### src/rtl/key_pkg.sv
// Shared definitions for the key debounce/pulse block: FSM state encoding
// and the sizing helper for the single shared counter.
package key_pkg;

    typedef enum logic [2:0] {
        IDLE,
        PRESS_WAIT,
        HELD,
        REPEAT,
        RELEASE_WAIT
    } key_state_t;

    function automatic int max3(input int a, input int b, input int c);
        int m;
        m = (a > b) ? a : b;
        return (m > c) ? m : c;
    endfunction

    // Width needed to hold every terminal count of the shared counter.
    function automatic int cnt_width(input int a, input int b, input int c);
        int m;
        m = max3(a, b, c);
        return (m < 1) ? 1 : $clog2(m + 1);
    endfunction

endpackage

### src/rtl/key_debounce_pulse_if.sv
// Key-side signal bundle: the raw switch going in and the conditioned
// level/pulse outputs coming back.
interface key_debounce_pulse_if;

    logic key_in;
    logic key_level;
    logic key_press;
    logic key_release;
    logic repeat_active;

    modport master (
        output key_in,
        input  key_level,
        input  key_press,
        input  key_release,
        input  repeat_active
    );

    modport slave (
        input  key_in,
        output key_level,
        output key_press,
        output key_release,
        output repeat_active
    );

endinterface

### src/rtl/sync_2ff.sv
// Two-flop synchroniser for a raw asynchronous input; the reset value lets
// each switch come out of reset already at its idle level.
module sync_2ff #(
    parameter logic RESET_VALUE = 1'b0
) (
    input  logic clk,
    input  logic rst,
    input  logic d,
    output logic q
);

    logic meta;

    always_ff @(posedge clk or negedge rst) begin
        if (!rst) begin
            meta <= RESET_VALUE;
            q    <= RESET_VALUE;
        end else begin
            meta <= d;
            q    <= meta;
        end
    end

endmodule

### src/rtl/key_debounce_pulse.sv
// Debounces one raw key and turns it into a clean level plus one-cycle
// press/release pulses, with auto-repeat press pulses while held.
module key_debounce_pulse
    import key_pkg::*;
#(
    parameter int DEBOUNCE_CYCLES     = 500000,
    parameter int REPEAT_DELAY_CYCLES = 25000000,
    parameter int REPEAT_RATE_CYCLES  = 5000000,
    parameter int KEY_ACTIVE_LOW      = 0
) (
    input  logic                 clk,
    input  logic                 rst,
    key_debounce_pulse_if.slave  kif
);

    localparam int CW = cnt_width(DEBOUNCE_CYCLES, REPEAT_DELAY_CYCLES, REPEAT_RATE_CYCLES);

    localparam logic          RAW_IDLE   = (KEY_ACTIVE_LOW != 0) ? 1'b1 : 1'b0;
    localparam bit            REPEAT_EN  = (REPEAT_DELAY_CYCLES != 0);
    localparam logic [CW-1:0] DEB_LAST   = CW'(DEBOUNCE_CYCLES - 1);
    localparam logic [CW-1:0] DELAY_LAST = CW'(REPEAT_DELAY_CYCLES - 1);
    localparam logic [CW-1:0] RATE_LAST  = CW'(REPEAT_RATE_CYCLES - 1);
    localparam logic [CW-1:0] ONE        = CW'(1);

    logic          raw_sync;
    logic          sample;
    key_state_t    state, next_state;
    logic [CW-1:0] count, count_next;
    logic          level_next, press_next, release_next, repeat_next;

    sync_2ff #(
        .RESET_VALUE (RAW_IDLE)
    ) u_sync (
        .clk (clk),
        .rst (rst),
        .d   (kif.key_in),
        .q   (raw_sync)
    );

    assign sample = raw_sync ^ RAW_IDLE;

    always_ff @(posedge clk or negedge rst) begin
        if (!rst) begin
            state             <= IDLE;
            count             <= '0;
            kif.key_level     <= 1'b0;
            kif.key_press     <= 1'b0;
            kif.key_release   <= 1'b0;
            kif.repeat_active <= 1'b0;
        end else begin
            state             <= next_state;
            count             <= count_next;
            kif.key_level     <= level_next;
            kif.key_press     <= press_next;
            kif.key_release   <= release_next;
            kif.repeat_active <= repeat_next;
        end
    end

    // A bounce back during RELEASE_WAIT returns to HELD, restarting the repeat delay.
    always_comb begin
        next_state = state;
        unique case (state)
            IDLE: begin
                if (sample) next_state = PRESS_WAIT;
            end
            PRESS_WAIT: begin
                if (!sample)                next_state = IDLE;
                else if (count == DEB_LAST) next_state = HELD;
            end
            HELD: begin
                if (!sample)                                next_state = RELEASE_WAIT;
                else if (REPEAT_EN && count == DELAY_LAST)  next_state = REPEAT;
            end
            REPEAT: begin
                if (!sample) next_state = RELEASE_WAIT;
            end
            RELEASE_WAIT: begin
                if (sample)                 next_state = HELD;
                else if (count == DEB_LAST) next_state = IDLE;
            end
            default: next_state = IDLE;
        endcase
    end

    // Counter is cleared on every transition and never runs past its terminal count.
    always_comb begin
        count_next   = '0;
        press_next   = 1'b0;
        release_next = 1'b0;
        level_next   = (next_state == HELD) || (next_state == REPEAT) ||
                       (next_state == RELEASE_WAIT);
        repeat_next  = (next_state == REPEAT);

        if (next_state == state) begin
            unique case (state)
                IDLE:   count_next = '0;
                HELD:   count_next = REPEAT_EN ? (count + ONE) : count;
                REPEAT: begin
                    if (count == RATE_LAST) begin
                        count_next = '0;
                        press_next = 1'b1;
                    end else begin
                        count_next = count + ONE;
                    end
                end
                default: count_next = count + ONE;
            endcase
        end

        if (state == PRESS_WAIT && next_state == HELD)   press_next   = 1'b1;
        if (state == HELD && next_state == REPEAT)       press_next   = 1'b1;
        if (state == RELEASE_WAIT && next_state == IDLE) release_next = 1'b1;
    end

endmodule

### src/flat_wrapper.sv
// flat-port wrapper written by rule: the top's interface ports become plain ports
module key_debounce_pulse_flat import key_pkg::*;
#(
    parameter int DEBOUNCE_CYCLES     = 500000,
    parameter int REPEAT_DELAY_CYCLES = 25000000,
    parameter int REPEAT_RATE_CYCLES  = 5000000,
    parameter int KEY_ACTIVE_LOW      = 0
)
  (clk, rst, kif_key_in, kif_key_level, kif_key_press, kif_key_release, kif_repeat_active);
  key_debounce_pulse_if kif_i ();
  input  logic clk;
  input  logic rst;
  input wire logic [$bits(kif_i.key_in)-1:0] kif_key_in;
  output wire logic [$bits(kif_i.key_level)-1:0] kif_key_level;
  output wire logic [$bits(kif_i.key_press)-1:0] kif_key_press;
  output wire logic [$bits(kif_i.key_release)-1:0] kif_key_release;
  output wire logic [$bits(kif_i.repeat_active)-1:0] kif_repeat_active;
  assign kif_i.key_in = kif_key_in;
  assign kif_key_level = kif_i.key_level;
  assign kif_key_press = kif_i.key_press;
  assign kif_key_release = kif_i.key_release;
  assign kif_repeat_active = kif_i.repeat_active;
  key_debounce_pulse #(.DEBOUNCE_CYCLES(DEBOUNCE_CYCLES), .REPEAT_DELAY_CYCLES(REPEAT_DELAY_CYCLES), .REPEAT_RATE_CYCLES(REPEAT_RATE_CYCLES), .KEY_ACTIVE_LOW(KEY_ACTIVE_LOW)) u_core (.clk(clk), .rst(rst), .kif(kif_i));
endmodule
### config.mk
export PLATFORM = sky130hd
export DESIGN_NAME = key_debounce_pulse_flat
export DESIGN_NICKNAME = d
export VERILOG_FILES = /design/src/rtl/key_pkg.sv /design/src/rtl/key_debounce_pulse_if.sv /design/src/rtl/sync_2ff.sv /design/src/rtl/key_debounce_pulse.sv /design/src/flat_wrapper.sv
export SDC_FILE = /design/constraint.sdc
export NUM_CORES = 1
export LEC_CHECK = 0
export ABC_AREA = 1
export CAP_MARGIN = 10
export CORE_ASPECT_RATIO = 0.6
export CORE_MARGIN = 2
export CORE_UTILIZATION = 46
export DETAILED_ROUTE_END_ITERATION = 8
export PLACE_DENSITY_LB_ADDON = 0.3
export SLEW_MARGIN = 20
export SYNTH_ARGS = -nofsm -noshare
export SYNTH_HDL_FRONTEND = slang
export SYNTH_SLANG_ARGS = --single-unit
### constraint.sdc
create_clock -name clk -period 4.1 [get_ports clk]
set_input_delay 1.23 -clock clk [delete_from_list [all_inputs] [get_ports clk]]
set_output_delay 1.23 -clock clk [all_outputs]
set_load 0.02 [all_outputs]
# After elaboration in Yosys (flattened, before gate mapping)
# Cells that the tools add are included.
# word_totals
inputBits	3
ff_bits	34
ramBits	0
word_cells	45
rom_bits	0
latch_bits	0
mem_count	0
output_inout_bits	4
# classes
div_mod_pow	0
addsub	1
reduce_logical	7
n_lt_le_gt_ge	0
mux	18
n_shift	0
bitwise	0
mul	0
n_eq_ne	11
# op_table
operator	n
$mux 25	2
$pmux 25 s2	1
$add 25x1->25 const B	1
$eq 25x19->1 const B	1
$eq 25x23->1 const B	1
$eq 25x25->1 const B	1
$mux 3	8
$pmux 3 s5	1
$eq 3x2->1 const B	4
$eq 3x3->1 const B	2
$logic_not 3->1	2
$mux 1	6
$eq 3x1->1 const B	1
$eq 3x3->1	1
$logic_and 1x1->1	3
$logic_or 1x1->1	2

# Depth between registers and ports, before layout
# Gate-level depths: netlist of the first run.
# logic_depth
word_depth	8
depth_mapped	14
mapped_depth_nobuf	13

# By module
# Synthesis of the first run repeated with hierarchy kept, for this count alone.
# hier_totals
cells_unflattened	321
hier_area_um2	2378.5
# modules_own_cells
module	cells_per_inst	seq_area_each_um2	area_per_inst_um2	n_inst
key_debounce_pulse	319	800.8	2328.5	1
sync_2ff	2	50.0	50.0	1

# Least setup slack after synthesis of the first run
# Ideal clock, no wire load.
# synth_path
path_kind	register to register
from	reg u_core.count[0]
to	reg u_core.count[16]
n_path_buf	1
t_arrival_ns	1.611
required_time_ns	3.978
period_less_slack_ns	1.733
setup_slack_ns	2.367
path_stages_with_launch	14
cell_sequence	dfrtp_1 -> ha_1 -> nand2_1 -> nor2_4 -> nand3_1 -> nor2_1 -> nand2_1 -> nand2_1 -> nand3_2 -> nand2_2 -> nand2_2 -> nand3_4 -> buf_6 -> nor2_2
# synth_between
elab_chain_len	6
word_cells_on_any_way	15
# synth_lines
item	line_no	source
from (decl)	key_debounce_pulse.sv:28	logic [CW-1:0] count, count_next;
from (signal assigned)	key_debounce_pulse.sv:52	count <= count_next;
parallel branches: the longest is 5 deep, another holds $add 25x1->25	n/a	
$mux 25 (*)	key_debounce_pulse.sv:95	if (next_state == state) begin
via u_core.count_next[16]	key_debounce_pulse.sv:28	
# Mark *: on every way through the listed nets, which the timed path passes.

# Worst setup path in the final report of the first run
# layout_path
from	reg u_core.kif.key_release
to	out kif_key_release
# layout_lines
item	line_no	source
from (decl)	key_debounce_pulse_if.sv:23	output key_release,
from (signal assigned)	key_debounce_pulse.sv:55	kif.key_release <= release_next;
to (decl)	flat_wrapper.sv:16	output wire logic [$bits(kif_i.key_release)-1:0] kif_key_release;
# No word-level cell between the ends.

==> results of run 1 <==
[where the power goes]
part           switching [W]  internal, W  total [W]  leakage [nW]
clock               0.000129     0.000135   0.000264        0.0472
combinational      0.0000264   0.00000699  0.0000334         0.569
sequential        0.00000356     0.000338   0.000342         0.466
total               0.000159     0.000480   0.000639          1.08
[final cells by class]
type | instances | area, um^2 | share of cell area
Clock buffer | 6 | 82.6 | 0.0339
Clock inverter | 2 | 12.5 | 0.00513
Inverter | 39 | 146 | 0.0600
Multi-Input combinational cell | 248 | 1210 | 0.497
Sequential cell | 34 | 851 | 0.349
Tap cell | 63 | 78.8 | 0.0323
Timing Repair Buffer | 6 | 55.1 | 0.0226
[per-layer routing]
| layer | routed length (um) | part of all wire |
|---|---|---|
| met1 | 3110 | 0.55 |
| met2 | 2020 | 0.35 |
| met3 | 520 | 0.091 |
| met4 | 47 | 0.0083 |
| met5 | 0 | 0 |
[kinds of logic (layout without fill, tap and decap cells)]
logic type	Yosys count	in the layout	synth area share
AOI/OAI and AO/OA	9	9	0.0200
xor gates and xnor gates	3	3	0.0117
adders and majority gates	1	1	0.00556
buffers and inverters	45	53	0.0845
DFF	34	34	0.378
and+or+nand+nor	235	235	0.500
[sequential cells by signal (all words and copies together) (netlist names)]
name	cells
u_core.count	25
u_core.state	3
u_core.kif.key_level	1
u_core.kif.key_press	1
u_core.kif.key_release	1
u_core.kif.repeat_active	1
u_core.u_sync.meta	1
u_core.u_sync.q	1
[per-stage QoR]
step                utilization  hold slack (ns)  setup slack (ns)  instances
detailed placement        0.506            0.337              1.89        390
global placement          0.506            0.332              1.91        390
floorplan                     -            0.331              2.37        327
global route              0.526            0.361              1.63        398
CTS                       0.526            0.354              1.66        398
finish                    0.526            0.360              1.67        398
[worst min-delay path by stage]
stage | startpoint | end | slack, ns | cells after the start
floorplan | u_core.u_sync.meta | u_core.u_sync.q | 0.33 | 0
global placement | u_core.u_sync.meta | u_core.u_sync.q | 0.33 | 0
detailed placement | u_core.u_sync.meta | u_core.u_sync.q | 0.34 | 0
CTS | u_core.u_sync.meta | u_core.u_sync.q | 0.35 | 0
global route | u_core.u_sync.meta | u_core.u_sync.q | 0.36 | 0
finish | u_core.u_sync.meta | u_core.u_sync.q | 0.36 | 0
[synthesized netlist by cell type]
| library cell | count |
|---|---|
| o21ai_1 | 1 |
| clkbuf_2 | 1 |
| buf_2 | 1 |
| or2_2 | 8 |
| buf_6 | 2 |
| inv_1 | 34 |
| nand3_4 | 1 |
| nand3b_1 | 2 |
| clkbuf_1 | 1 |
| nor2_4 | 1 |
| dfrtp_1 | 34 |
| inv_2 | 5 |
| nor3_2 | 1 |
| nor3b_1 | 1 |
| nor4_1 | 4 |
| xor2_1 | 3 |
| ha_1 | 1 |
| buf_4 | 1 |
| o21ai_0 | 7 |
| nand2_2 | 4 |
| nand3_1 | 45 |
| nor2_1 | 48 |
| nand2_1 | 75 |
| nor2_2 | 19 |
| a21oi_1 | 1 |
| nand4_1 | 11 |
| nand3_2 | 3 |
| nor3_1 | 12 |
==> impl_metrics.csv, run 1 <==
group,metric,value,unit
run_status,status,"finished, final reports clean",
placement,port_buffers,6,
logic_synthesis,synthCells,327,
logic_synthesis,yosys.area.top_type,"dfrtp_1",
pwr,report.power.total,0.000639,W
critical_path,cp_max_fo,1,
global_route,grt_use_total,0.241,
critical_path,critPathTopFamily,"buffers and inverters",
route,antenna_left,0,
critical_path,slowest_stage,"clkdlybuf4s50_1",
layout,area_delta_synth_final,8.34,%
global_route,grtUsageMet3,0.0598,
route,finalWirelength,5690,um
clock_network,cts_root_buf,"clkbuf_8",
logic_synthesis,synth_area_leaders,"dfrtp_1 38%, nand2_1 13%, nand3_1 10%",
placement,gp_congestion,0.951,
critical_path,path_buf_inv,1,
placement,place_area,0.00234,mm^2
critical_path,crit_path_max_incr_delay,0.59,ns
clock_network,clockBufferDepth,2,
clock_network,numCtsBuffers,5,
route,vias_per_cell,5.26,
global_route,use_met1,0.407,
layout,fin_area,0.00244,mm^2
critical_path,crit_chain,"clkdlybuf4s50_1",
logic_synthesis,ys_seq_area_frac,0.378,
critical_path,critPathLaunchType,"register",
pwr,ir_worst_vdd,178,uV
timing,fin_crit_sh,0.593,
clock_network,hold_buffers,0,
route,drc,0,
clock_network,postCtsSetupBuffers,0,
floorplan,num_rows,19,
clock_network,cts_tree,"done",
placement,place_hpwl,4370,um
timing,relSlewSlack,0.413,
route,route.vias.total,2092,
timing,clock_skew,0.00432,ns
floorplan,core,0.00464,mm^2
layout,n_antenna_cell,0,
global_route,grt_pass1_vias,1947,
flow_run,drv_cap,0,
logic_synthesis,yosysUniqueCellTypes,28,
timing,rsz0062_at_grt,"no",
global_route,antenna_found_initial,0,
critical_path,path_depth,1,
critical_path,reg2reg_slack,1.90,ns
global_route,met2_usage,0.294,
worst_hold_path,hp-class,"register to register",
route,wl_per_cell,14.3,um
floorplan,die_y,58.2,um
floorplan,dieArea,0.00549,mm^2
logic_synthesis,ys_ff_latch,34,
floorplan,start_util,0.486,
critical_path,arrival,1.20,ns
layout,layout.nets,338,
critical_path,cp-startpoint,"u_core.kif.key_release",
critical_path,cp-endpoint,"kif_key_release",
pwr,p_per_area,262,mW/mm^2
global_route,top_usage_layer,"met1",
critical_path,worstPathRequired,2.87,ns
timing,slew_violations,0,
logic_synthesis,netlist_area,0.00225,mm^2
clock_network,clkTransAtPathRegs,0.07,ns
critical_path,r2r_cells,8,
timing,hold_viol_final,0,
layout,final_common_cell,"nand2_1",
route,drt_iter0_drc,180,
clock_network,cts_resized,0,
logic_synthesis,syn_nets,331,
logic_synthesis,yosysTopAreaCellShare,0.378,
global_route,grt_max_degree,35,
route,first_pass_iters,4,
floorplan,die_width,94.3,um
clock_network,insertion_delay,0.29,ns
timing,clock.fmax,0.412,GHz
logic_synthesis,yosysWarnings,0,
timing,setup_tns,0,ns
critical_path,regToRegStartpoint,"u_core.count[0]",
critical_path,crit_type,"register to output port",
timing,tightest_slew,0.880,ns
timing,fin_crit,2.43,ns
critical_path,end_kind,"output port",
layout,fill_cells,472,
layout,layout-drive-gt1-share,0.155,
clock_network,cts.sinks,34,
global_route,grt_pass1_wl,9980,um
clock_network,ctsHtreeMaxLevel,2,
logic_synthesis,syn_area_per_cell,6.88,um^2
critical_path,r2r-end,"u_core.count[23]",
pwr,leakage,1.08,nW
timing,setup_viol,0,
layout,layout_common_cells,"75 x nand2_1, 47 x nor2_1, 45 x nand3_1",
global_route,grt_remaining_overflow,0,
floorplan,ios,7,
No activity file was read; power rests on OpenSTA's default activity.
==> run 2, diff against run 1 <==
Clock period 4.1 ns to 2.3 ns, I/O delays scaled along.
==> run 2 against run 1 <==
  * Sequential share of layout area down 0.30 points
  * Final area up 0.87%
  * Combinational power up 95%
  * Largest cell class unchanged
  * Highest routed layer unchanged
  * Power up 77%
  * Non-clock buffer count up 2
  * Flip-flop and latch count unchanged
  * Critical path depth up 10
  * Cell count up 0.50%
  * Critical path type is now register to register
  * Setup slack worse by 1.4 ns
  * Global-route usage down 0.92 points
  * First-iteration DRC count up 0.56%
==> impl_metrics.csv, run 2 (synthesis gave the netlist of run 1 again) <==
group,metric,value,unit
critical_path,regToRegStartpoint,"u_core.count[0]",
timing,tightest_slew,0.748,ns
layout,area_delta_synth_final,9.28,%
route,wl_per_cell,14.0,um
critical_path,crit_type,"register to register",
layout,regArea,851,um^2
clock_network,clkTransAtPathRegs,0.07,ns
floorplan,dieArea,0.00549,mm^2
floorplan,die_width,94.3,um
timing,slew_violations,0,
clock_network,postCtsSetupBuffers,0,
pwr,ir_worst_vdd,342,uV
layout,top_register,"u_core.count",
worst_hold_path,hp-start,"u_core.u_sync.meta",
clock_network,cts.sinks,34,
layout,layout.nets,340,
placement,place_hpwl,4410,um
route,drt_iter0_drc,181,
critical_path,slowest_stage,"dfrtp_1",
critical_path,critPathLaunchType,"register",
layout,layout-drive-gt1-share,0.154,
global_route,grt_use_total,0.231,
pwr,report.power.total,0.00113,W
worst_hold_path,whs_path_depth,0,
timing,fin_crit_sh,0.888,
route,route.vias.total,2168,
timing,hold_viol_final,0,
layout,largest_reg_flops,25,
floorplan,start_util,0.486,
critical_path,crit_top_cell,"nand2_1",
timing,clock.fmax,0.489,GHz
clock_network,cts_tree,"done",
floorplan,core,0.00464,mm^2
floorplan,num_rows,19,
pwr,leakage,1.10,nW
timing,relSlewSlack,0.501,
timing,setup_tns,0,ns
clock_network,ctsHtreeMaxLevel,2,
critical_path,end_kind,"register",
layout,n_antenna_cell,0,
route,vias_per_cell,5.42,
layout,reg.largest.list,"u_core.count (25), u_core.state (3)",
clock_network,cts_root_buf,"clkbuf_8",
clock_network,cts_resized,0,
global_route,grt_pass1_wl,9540,um
clock_network,clockBufferDepth,2,
timing,fin_crit,2.04,ns
critical_path,cp_max_fo,6,
layout,layout_common_cells,"75 x nand2_1, 48 x nor2_1, 45 x nand3_1",
global_route,antenna_found_initial,0,
worst_hold_path,hold_end,"u_core.u_sync.q",
placement,dp_slack,0.294,ns
critical_path,reg2reg_slack,0.26,ns
critical_path,worstPathRequired,2.52,ns
clock_network,numCtsBuffers,5,
pwr,p_per_area,461,mW/mm^2
timing,clock_skew,0.00684,ns
timing,setup_viol,0,
layout,multiInputGateArea,0.00121,mm^2
placement,gp_congestion,1.01,
critical_path,r2r-end,"u_core.count[22]",
route,drc,0,
critical_path,r2r_cells,11,
critical_path,crit_chain,"ha_1 > nand2_1 > nor2_4 > nand3_1 > nor3_2 > nand2_1 > nor2_2 > nand2_1 > nand2_1 > nand3_1 > nor2_1",
timing,worst_slack,0.257,ns
layout,fill_cells,470,
placement,port_buffers,6,
route,antenna_left,0,
global_route,grt_remaining_overflow,0,
critical_path,crit_path_max_incr_delay,0.40,ns
route,first_pass_iters,6,
timing,timing.hold.ws,0.352,ns
run_status,status,"finished, final reports clean",
global_route,grt_max_degree,35,
flow_run,drv_cap,0,
timing,rsz0062_at_grt,"no",
critical_path,arrival,2.26,ns
floorplan,die_y,58.2,um
clock_network,hold_buffers,0,
worst_hold_path,hp-class,"register to register",
floorplan,ios,7,
route,finalWirelength,5610,um
global_route,grt_pass1_vias,1968,
clock_network,insertion_delay,0.29,ns
layout,final_common_cell,"nand2_1",
## run 2: worst max path at each step
stage,slack [ns],start,cells past startpoint,end
floorplan,0.57,u_core.count[0],13,u_core.count[16]
global placement,0.39,u_core.count[0],13,u_core.count[1]
detailed placement,0.29,u_core.count[0],11,u_core.count[22]
CTS,0.27,u_core.count[0],11,u_core.count[22]
global route,0.09,u_core.count[0],11,u_core.count[22]
finish,0.26,u_core.count[0],11,u_core.count[22]
## run 2: worst max-delay path: cells and delay by family, from the launching register on
family / cells / cell delay [ns]
AND/OR/NAND/NOR: 10 / 1.35
flip-flops: 1 / 0.40
adder cells (fa/ha/maj): 1 / 0.21
## run 2: metrics by stage
stage / instances / instance area, um^2 / util
6_report: 400 / 2460 / 0.531
5_1_grt: 400 / 2460 / 0.531
3_3_place_gp: 392 / 2370 / 0.511
4_1_cts: 400 / 2460 / 0.531
2_1_floorplan: 327 / 2250 / -
3_5_place_dp: 392 / 2370 / 0.511
## run 2: area by class of cell
class / instances / share of cell area
multi-input combinational: 248 / 0.492
sequential: 34 / 0.346
inverter: 39 / 0.0595
clock buffer: 7 / 0.0351
timing repair buffer: 8 / 0.0336
tap: 63 / 0.0320
clock inverter: 1 / 0.00203
## run 2: layer usage
layer / up-vias / wire, um / track usage / part of all wire
met1: 1005 / 3050 / 0.382 / 0.54
met5: - / 0 / 0 / 0
li1: 1070 / - / - / -
met3: 7 / 448 / 0.0494 / 0.080
met4: 0 / 36 / 0.0476 / 0.0064
met2: 86 / 2070 / 0.302 / 0.37
## run 2: report_power, final
part | switching (W) | internal [W]
clock network | 0.000218 | 0.000241
logic | 0.0000466 | 0.0000185
registers | 0.00000641 | 0.000603
total | 0.000271 | 0.000863
==> run 3, diff against run 2 <==
Settings changed: SKIP_LAST_GASP set to 1.
==> results of run 3 <==
No change in the layout: final DEF, timing and power equal those of run 2.
